[config.mk]
export PLATFORM = sky130hd
export DESIGN_NAME = memory_access
export DESIGN_NICKNAME = d
export VERILOG_FILES = /design/src/rtl/riscv_pkg.sv /design/src/rtl/memory_access_load_extend.sv /design/src/rtl/memory_access.sv
export SDC_FILE = /design/constraint.sdc
export NUM_CORES = 1
export LEC_CHECK = 0
export CAP_MARGIN = 40
export CORE_MARGIN = 5
export CORE_UTILIZATION = 30
export CTS_CLUSTER_DIAMETER = 150
export CTS_CLUSTER_SIZE = 24
export DETAILED_ROUTE_END_ITERATION = 8
export PLACE_DENSITY = 0.78
export REMOVE_ABC_BUFFERS = 1
export SLEW_MARGIN = 20
export SYNTH_ARGS = -nofsm -noshare
export SYNTH_HDL_FRONTEND = slang
export SYNTH_SLANG_ARGS = --single-unit
[constraint.sdc]
create_clock -name i_clk -period 1.3 [get_ports i_clk]
set_clock_uncertainty 0.1 [all_clocks]
set_input_delay 0.39 -clock i_clk [delete_from_list [all_inputs] [get_ports i_clk]]
set_output_delay 0.39 -clock i_clk [all_outputs]
set_load 0.01 [all_outputs]
[src/rtl/riscv_pkg.sv]
// ---------------------------------------------------------------------------
// riscv_pkg
// Shared RV32I definitions for the pipeline datapath:
//   - datapath and register-index widths
//   - funct3 encodings for loads and stores
//   - data-memory access-size encodings driven on o_data_rd_en_ctrl
//   - helper that maps a funct3 onto an access size
// ---------------------------------------------------------------------------
package riscv_pkg;

    localparam int DATA_WIDTH     = 32;
    localparam int REG_ADDR_WIDTH = 5;

    // Load funct3 encodings
    localparam logic [2:0] F3_LB  = 3'b000;
    localparam logic [2:0] F3_LH  = 3'b001;
    localparam logic [2:0] F3_LW  = 3'b010;
    localparam logic [2:0] F3_LBU = 3'b100;
    localparam logic [2:0] F3_LHU = 3'b101;

    // Store funct3 encodings
    localparam logic [2:0] F3_SB  = 3'b000;
    localparam logic [2:0] F3_SH  = 3'b001;
    localparam logic [2:0] F3_SW  = 3'b010;

    // Access size seen by the data memory
    typedef enum logic [1:0] {
        SIZE_BYTE = 2'b00,
        SIZE_HALF = 2'b01,
        SIZE_WORD = 2'b10
    } access_size_e;

    // The low two funct3 bits already carry the size for every legal
    // load/store; the unused code 11 is folded onto a word access so the
    // memory never sees an undefined size.
    function automatic access_size_e size_from_funct3(input logic [2:0] funct3);
        access_size_e size;
        case (funct3[1:0])
            2'b00:   size = SIZE_BYTE;
            2'b01:   size = SIZE_HALF;
            default: size = SIZE_WORD;
        endcase
        return size;
    endfunction

endpackage

[src/rtl/memory_access_load_extend.sv]
// ---------------------------------------------------------------------------
// load_extend
// Purely combinational load-data extension for the MEM stage.
// Ports:
//   funct3    in   3           load size / signedness
//   data_in   in   DATA_WIDTH  right-justified raw word from memory
//   data_out  out  DATA_WIDTH  sign/zero-extended load value
// Reserved funct3 codes (011, 110, 111) return the full word.
// ---------------------------------------------------------------------------
module load_extend
    import riscv_pkg::*;
#(
    parameter int DATA_WIDTH = riscv_pkg::DATA_WIDTH
) (
    input  logic [2:0]            funct3,
    input  logic [DATA_WIDTH-1:0] data_in,
    output logic [DATA_WIDTH-1:0] data_out
);

    logic signed [7:0]  byte_s;
    logic signed [15:0] half_s;

    assign byte_s = data_in[7:0];
    assign half_s = data_in[15:0];

    always_comb begin
        data_out = data_in;
        case (funct3)
            F3_LB:   data_out = {{(DATA_WIDTH-8){byte_s[7]}}, byte_s};
            F3_LH:   data_out = {{(DATA_WIDTH-16){half_s[15]}}, half_s};
            F3_LW:   data_out = data_in;
            F3_LBU:  data_out = {{(DATA_WIDTH-8){1'b0}}, data_in[7:0]};
            F3_LHU:  data_out = {{(DATA_WIDTH-16){1'b0}}, data_in[15:0]};
            default: data_out = data_in;
        endcase
    end

endmodule

[src/rtl/memory_access.sv]
// ---------------------------------------------------------------------------
// memory_access
// MEM stage of the 5-stage RV32I pipeline.
//   - Drives the data-memory interface combinationally from EX/MEM signals.
//   - Extends returned load data according to funct3.
//   - Registers writeback controls and data into the MEM/WB outputs.
// Ports:
//   i_clk, i_rst_n (synchronous, active-high), i_clk_en (0 = stall)
//   i_data_rd              raw load data from memory (same cycle as address)
//   i_ex_*                 EX/MEM pipeline signals
//   o_data_wr/addr         store data and address to memory
//   o_data_rd_en_ctrl      access size (00 byte, 01 half, 10 word)
//   o_data_rd_en_ma/wr_en  memory read / write enables
//   o_ma_*                 MEM/WB pipeline register outputs
// i_ex_funct7 is reserved and has no effect.
// ---------------------------------------------------------------------------
module memory_access
    import riscv_pkg::*;
#(
    parameter int DATA_WIDTH     = riscv_pkg::DATA_WIDTH,
    parameter int REG_ADDR_WIDTH = riscv_pkg::REG_ADDR_WIDTH
) (
    input  logic                      i_clk,
    input  logic                      i_rst_n,
    input  logic                      i_clk_en,
    input  logic [DATA_WIDTH-1:0]     i_data_rd,
    input  logic                      i_ex_mem_to_reg,
    input  logic [1:0]                i_ex_rw_sel,
    input  logic                      i_ex_reg_wr,
    input  logic                      i_ex_mem_rd,
    input  logic                      i_ex_mem_wr,
    input  logic [DATA_WIDTH-1:0]     i_ex_pc_plus_4,
    input  logic [DATA_WIDTH-1:0]     i_ex_alu_result,
    input  logic [DATA_WIDTH-1:0]     i_ex_reg_read_data2,
    input  logic [REG_ADDR_WIDTH-1:0] i_ex_reg_dest,
    input  logic [2:0]                i_ex_funct3,
    input  logic [6:0]                i_ex_funct7,
    output logic [DATA_WIDTH-1:0]     o_data_wr,
    output logic [DATA_WIDTH-1:0]     o_data_addr,
    output logic [1:0]                o_data_rd_en_ctrl,
    output logic                      o_data_rd_en_ma,
    output logic                      o_data_wr_en_ma,
    output logic                      o_ma_mem_to_reg,
    output logic [1:0]                o_ma_rw_sel,
    output logic [DATA_WIDTH-1:0]     o_ma_pc_plus_4,
    output logic [DATA_WIDTH-1:0]     o_ma_read_data,
    output logic [DATA_WIDTH-1:0]     o_ma_result,
    output logic [REG_ADDR_WIDTH-1:0] o_ma_reg_dest,
    output logic                      o_ma_reg_wr
);

    // ---- p0: memory interface and load extension (combinational) ----
    logic [DATA_WIDTH-1:0] load_ext_p0;
    logic                  unused_funct7;

    assign unused_funct7 = ^i_ex_funct7;

    assign o_data_addr       = i_ex_alu_result;
    assign o_data_wr         = i_ex_reg_read_data2;
    assign o_data_rd_en_ctrl = size_from_funct3(i_ex_funct3);
    assign o_data_rd_en_ma   = i_ex_mem_rd;
    assign o_data_wr_en_ma   = i_ex_mem_wr;

    load_extend #(
        .DATA_WIDTH (DATA_WIDTH)
    ) u_load_extend (
        .funct3   (i_ex_funct3),
        .data_in  (i_data_rd),
        .data_out (load_ext_p0)
    );

    // ---- p1: MEM/WB pipeline register ----
    logic                      mem_to_reg_p1;
    logic [1:0]                rw_sel_p1;
    logic [DATA_WIDTH-1:0]     pc_plus_4_p1;
    logic [DATA_WIDTH-1:0]     read_data_p1;
    logic [DATA_WIDTH-1:0]     result_p1;
    logic [REG_ADDR_WIDTH-1:0] reg_dest_p1;
    logic                      reg_wr_p1;

    always_ff @(posedge i_clk) begin
        if (i_rst_n) begin
            mem_to_reg_p1 <= 1'b0;
            rw_sel_p1     <= '0;
            pc_plus_4_p1  <= '0;
            read_data_p1  <= '0;
            result_p1     <= '0;
            reg_dest_p1   <= '0;
            reg_wr_p1     <= 1'b0;
        end else if (i_clk_en) begin
            mem_to_reg_p1 <= i_ex_mem_to_reg;
            rw_sel_p1     <= i_ex_rw_sel;
            pc_plus_4_p1  <= i_ex_pc_plus_4;
            read_data_p1  <= load_ext_p0;
            result_p1     <= i_ex_alu_result;
            reg_dest_p1   <= i_ex_reg_dest;
            reg_wr_p1     <= i_ex_reg_wr;
        end
    end

    assign o_ma_mem_to_reg = mem_to_reg_p1;
    assign o_ma_rw_sel     = rw_sel_p1;
    assign o_ma_pc_plus_4  = pc_plus_4_p1;
    assign o_ma_read_data  = read_data_p1;
    assign o_ma_result     = result_p1;
    assign o_ma_reg_dest   = reg_dest_p1;
    assign o_ma_reg_wr     = reg_wr_p1;

endmodule

# ---- Word-level counts from Yosys, hierarchy flattened
# Index checks and enable logic that the tools add are counted.
dict set report op_classes {
  eq_ne 4
  muxes 2
  n_reduce_logical 2
}
# cell n
set ops {}
lappend ops {{$pmux 32 s4} 1}
lappend ops {{$eq 3x3->1 const B} 2}
lappend ops {{$pmux 2 s2} 1}
lappend ops {{$eq 3x1->1 const B} 1}
lappend ops {{$logic_not 3->1} 1}
lappend ops {{$eq 2x1->1 const B} 1}
lappend ops {{$logic_not 2->1} 1}
dict set report word_totals {
  reg_bits 105
  out_inout_bits 173
}

# ---- Depth between registers and ports, before layout
dict set report depth {
  ltp_word 2
  mapped_depth 5
  ltp_nobuf 3
}

# ---- Hierarchy
# A second synthesis with hierarchy kept.
dict set report hier_totals {
  cells_unflattened 474
  area_unflattened_um2 4615.7
}
# mod n_inst cells_each area_per_inst_um2 seq_area_each_um2
set by_module_without_submodules {}
lappend by_module_without_submodules {memory_access 1 407 4260.3 2102.0}
lappend by_module_without_submodules {load_extend 1 67 355.3 0.0}

# ---- Worst setup path before layout
# Ideal clock, no wire load.
dict set report synth_timing {
  path_kind {in2reg}
  startpoint {in i_clk_en}
  endpoint {reg read_data_p1[10], in the netlist o_ma_read_data[10]}
  setup_ns 0.135
  arrival_ns 1.173
  path_slack_ns -0.108
  stages 5
  n_path_buf 2
  path_cell_list {buf_2 buf_2 o21ai_1 o22ai_1 nor2_1}
}
# element line
set synth_lines {}
lappend synth_lines {{start: declaration} memory_access.sv:25} ;# input logic i_clk_en,
lappend synth_lines {{end signal: assignment} memory_access.sv:94} ;# read_data_p1 <= load_ext_p0;
lappend synth_lines {{end: declaration} memory_access.sv:76} ;# logic [DATA_WIDTH-1:0] read_data_p1;

# ---- Worst setup path in the final report
dict set report layout_timing {
  startpoint {reg read_data_p1[0], in the netlist o_ma_read_data[0]}
  endpoint {out o_ma_read_data[0]}
}
# element line
set layout_lines {}
lappend layout_lines {{end: declaration} memory_access.sv:46} ;# output logic [DATA_WIDTH-1:0] o_ma_read_data,
# No word-level cell between the ends.

==> out/metrics.yaml <==
slew_violations: 0
fp.dieH_um: 128
startpoint_type: "flop"
post_drt_wl_per_cell_um: 18.0
p_leak_nw: 3.44
hp-start: "i_rst_n"
clk_latency_ps: 340
drt_iter0_drc: 125
yosysSeqAreaShare: 0.506
drive_above_1_share: 0.533
crit_path_max_incr_delay_ps: 350
path_buf_inv: 1
wirelength_um: 15000
grt.total_usage: 0.173
synth_cells: 399
gr-total-overflow: 0
worstSetupPathType: "flop to primary output"
period_share: 0.989
crit_family: "flip-flops"
setup_viol: 0
multi_input_area_um2: 1450
swShare: 0.250
r2r-start: "o_ma_read_data[18]"
p_int_mw: 5.73
syn_area_um2: 4150
antenna_found_initial: 0
layout.nets: 802
dp.cells: 803
rsz0062_at_grt: "yes"
ys_types: 16
hold_path.class: "primary input to flop"
yosysTopAreaCellShare: 0.506
switching_power_mw: 1.91
ir_worst_vdd_mv: 0.720
endpoint_kind: "primary output"
htree_levels: 3
startpoint: "o_ma_read_data[0]"
yosys.area.top_type: "dfxtp_1"
worst_pin_slew_ps: 438
timing.fmax_mhz: 777
grt_max_degree: 52
cp.arrival_ps: 800
outcome: "completed"
cts_tree: "built"
clock-sinks: 105
ys_ff_latch: 105
crit_fanout: 2
antenna_left: 0
timing.hold.ws_ps: 285
worstPathCellList: "buf_6"
p_seq_frac: 0.472
final_cells: 835
row_count: 43
ios: 325
drc: 0
dieArea_um2: 16300
portBuffers: 249
dp_hpwl_um: 11700
maxCapViolCount: 0
synthTopCellsByArea: "dfxtp_1 51%, mux2i_1 20%, buf_4 12%, nor2_1 8.1%, a221o_1 3.9%"
hold_buffers: 0
clk_pin_slew_ps: 70
fill_cells: 1219
cp_slowest_cell: "dfxtp_2"
hold_viol_final: 0
syn_area_per_cell_um2: 10.4
powerDensity_nw_per_um2: 1060
initial_utilization: 0.303
cts-root-buf: "clkbuf_16"
numCtsBuffers: 9
final.min_clock_period_ps: 1290
antenna_cells: 0
crit_required_ps: 810
place.gp.congestion: 0.923
synth_warnings: 0
die_x_um: 128
core-area_um2: 13700
firstDrtPassIters: 4
cts.path.max_buffers: 2
p_comb_frac: 0.208
viasPerCell: 4.52
grt_pass1_vias: 3899
grt_pass1_wl_um: 21700
p_clk_frac: 0.320
vias: 3775
area_delta_synth_final_pct: 73.8
relSlewSlack: 0.707
ff_latch_area_um2: 2230
repair_timing:
action                     CTS  global route
setup endpoints to repair  163            89
pin swaps                    1             0
resized for setup          799            18
buffers inserted             5            11
cloned                       0             0
cells in the mapped netlist, drive strengths merged:
library cell  number
dfxtp            105
nor2              90
mux2i             82
buf               81
a221o             16
clkbuf             9
o22ai              8
nor2b              2
and3               1
inv                1
nand2b             1
nor4               1
o21ai              1
o31ai              1
placed cells by master, fill, tap and decap left out:
cell	count
buf_2	37
clkinvlp_4	2
buf_12	3
buf_6	106
o21ai_1	1
clkdlybuf4s50_1	71
nor4_4	1
clkbuf_1	1
and3_2	1
o22ai_1	8
dfxtp_2	105
nor2_1	90
mux2i_1	81
inv_2	1
nor2b_1	2
nand2b_1	1
dlygate4sd2_1	33
clkinv_2	4
mux2i_4	1
clkbuf_16	9
a221o_1	16
buf_4	78
clkdlybuf4s15_1	2
o31ai_2	1
power groups by stage:
stage | registers, mW | logic (mW) | clock network, mW
2_1_floorplan | 3.68 | 0.290 | 0
3_3_place_gp | 3.58 | 1.58 | 0
3_5_place_dp | 3.59 | 1.61 | 0
4_1_cts | 3.59 | 1.54 | 2.55
5_1_grt | 3.62 | 1.70 | 2.66
6_report | 3.60 | 1.59 | 2.45
stage by stage:
stage	total power, mW	setup TNS (ps)	utilization	area, um^2	worst slack (ps)
2_1_floorplan	3.97	-2270	-	3540	-136
3_3_place_gp	5.16	-55010	0.492	6750	-759
3_5_place_dp	5.21	-59480	0.493	6760	-894
4_1_cts	7.69	-21.5	0.513	7030	-14.4
5_1_grt	7.98	-610	0.526	7220	-25.7
6_report	7.63	0	0.526	7220	13.7
metal layers:
metal | global-route usage | vias to the layer above | routed length, um
met5 | 0.0402 | - | 87
met4 | 0.0612 | 2 | 376
met3 | 0.102 | 30 | 1880
met2 | 0.265 | 215 | 6830
met1 | 0.199 | 1748 | 5880
li1 | - | 1780 | -
kinds of logic after synthesis:
kind of cell    count (synthesis)  share of synthesized area
flops                         105                      0.506
simple gates                   95                     0.0925
buf+inv                        91                      0.149
mux                            82                      0.198
compound gates                 26                     0.0549
area by class of cell:
class / instances / area share
inverter: 1 / 0.000520
clock buffer: 10 / 0.0317
sequential: 105 / 0.309
tap: 180 / 0.0312
timing repair buffer: 330 / 0.422
multi-input combinational: 203 / 0.200
clock inverter: 6 / 0.00485
worst paths after layout:
check,end,slack (ps),depth (start not counted)
max reg2reg,o_ma_read_data[18],170,3
min reg2reg,o_ma_pc_plus_4[15],400,2
max,o_ma_read_data[0],10,1
min,o_ma_reg_dest[1],290,2
Power figures use the tool's default switching activity.
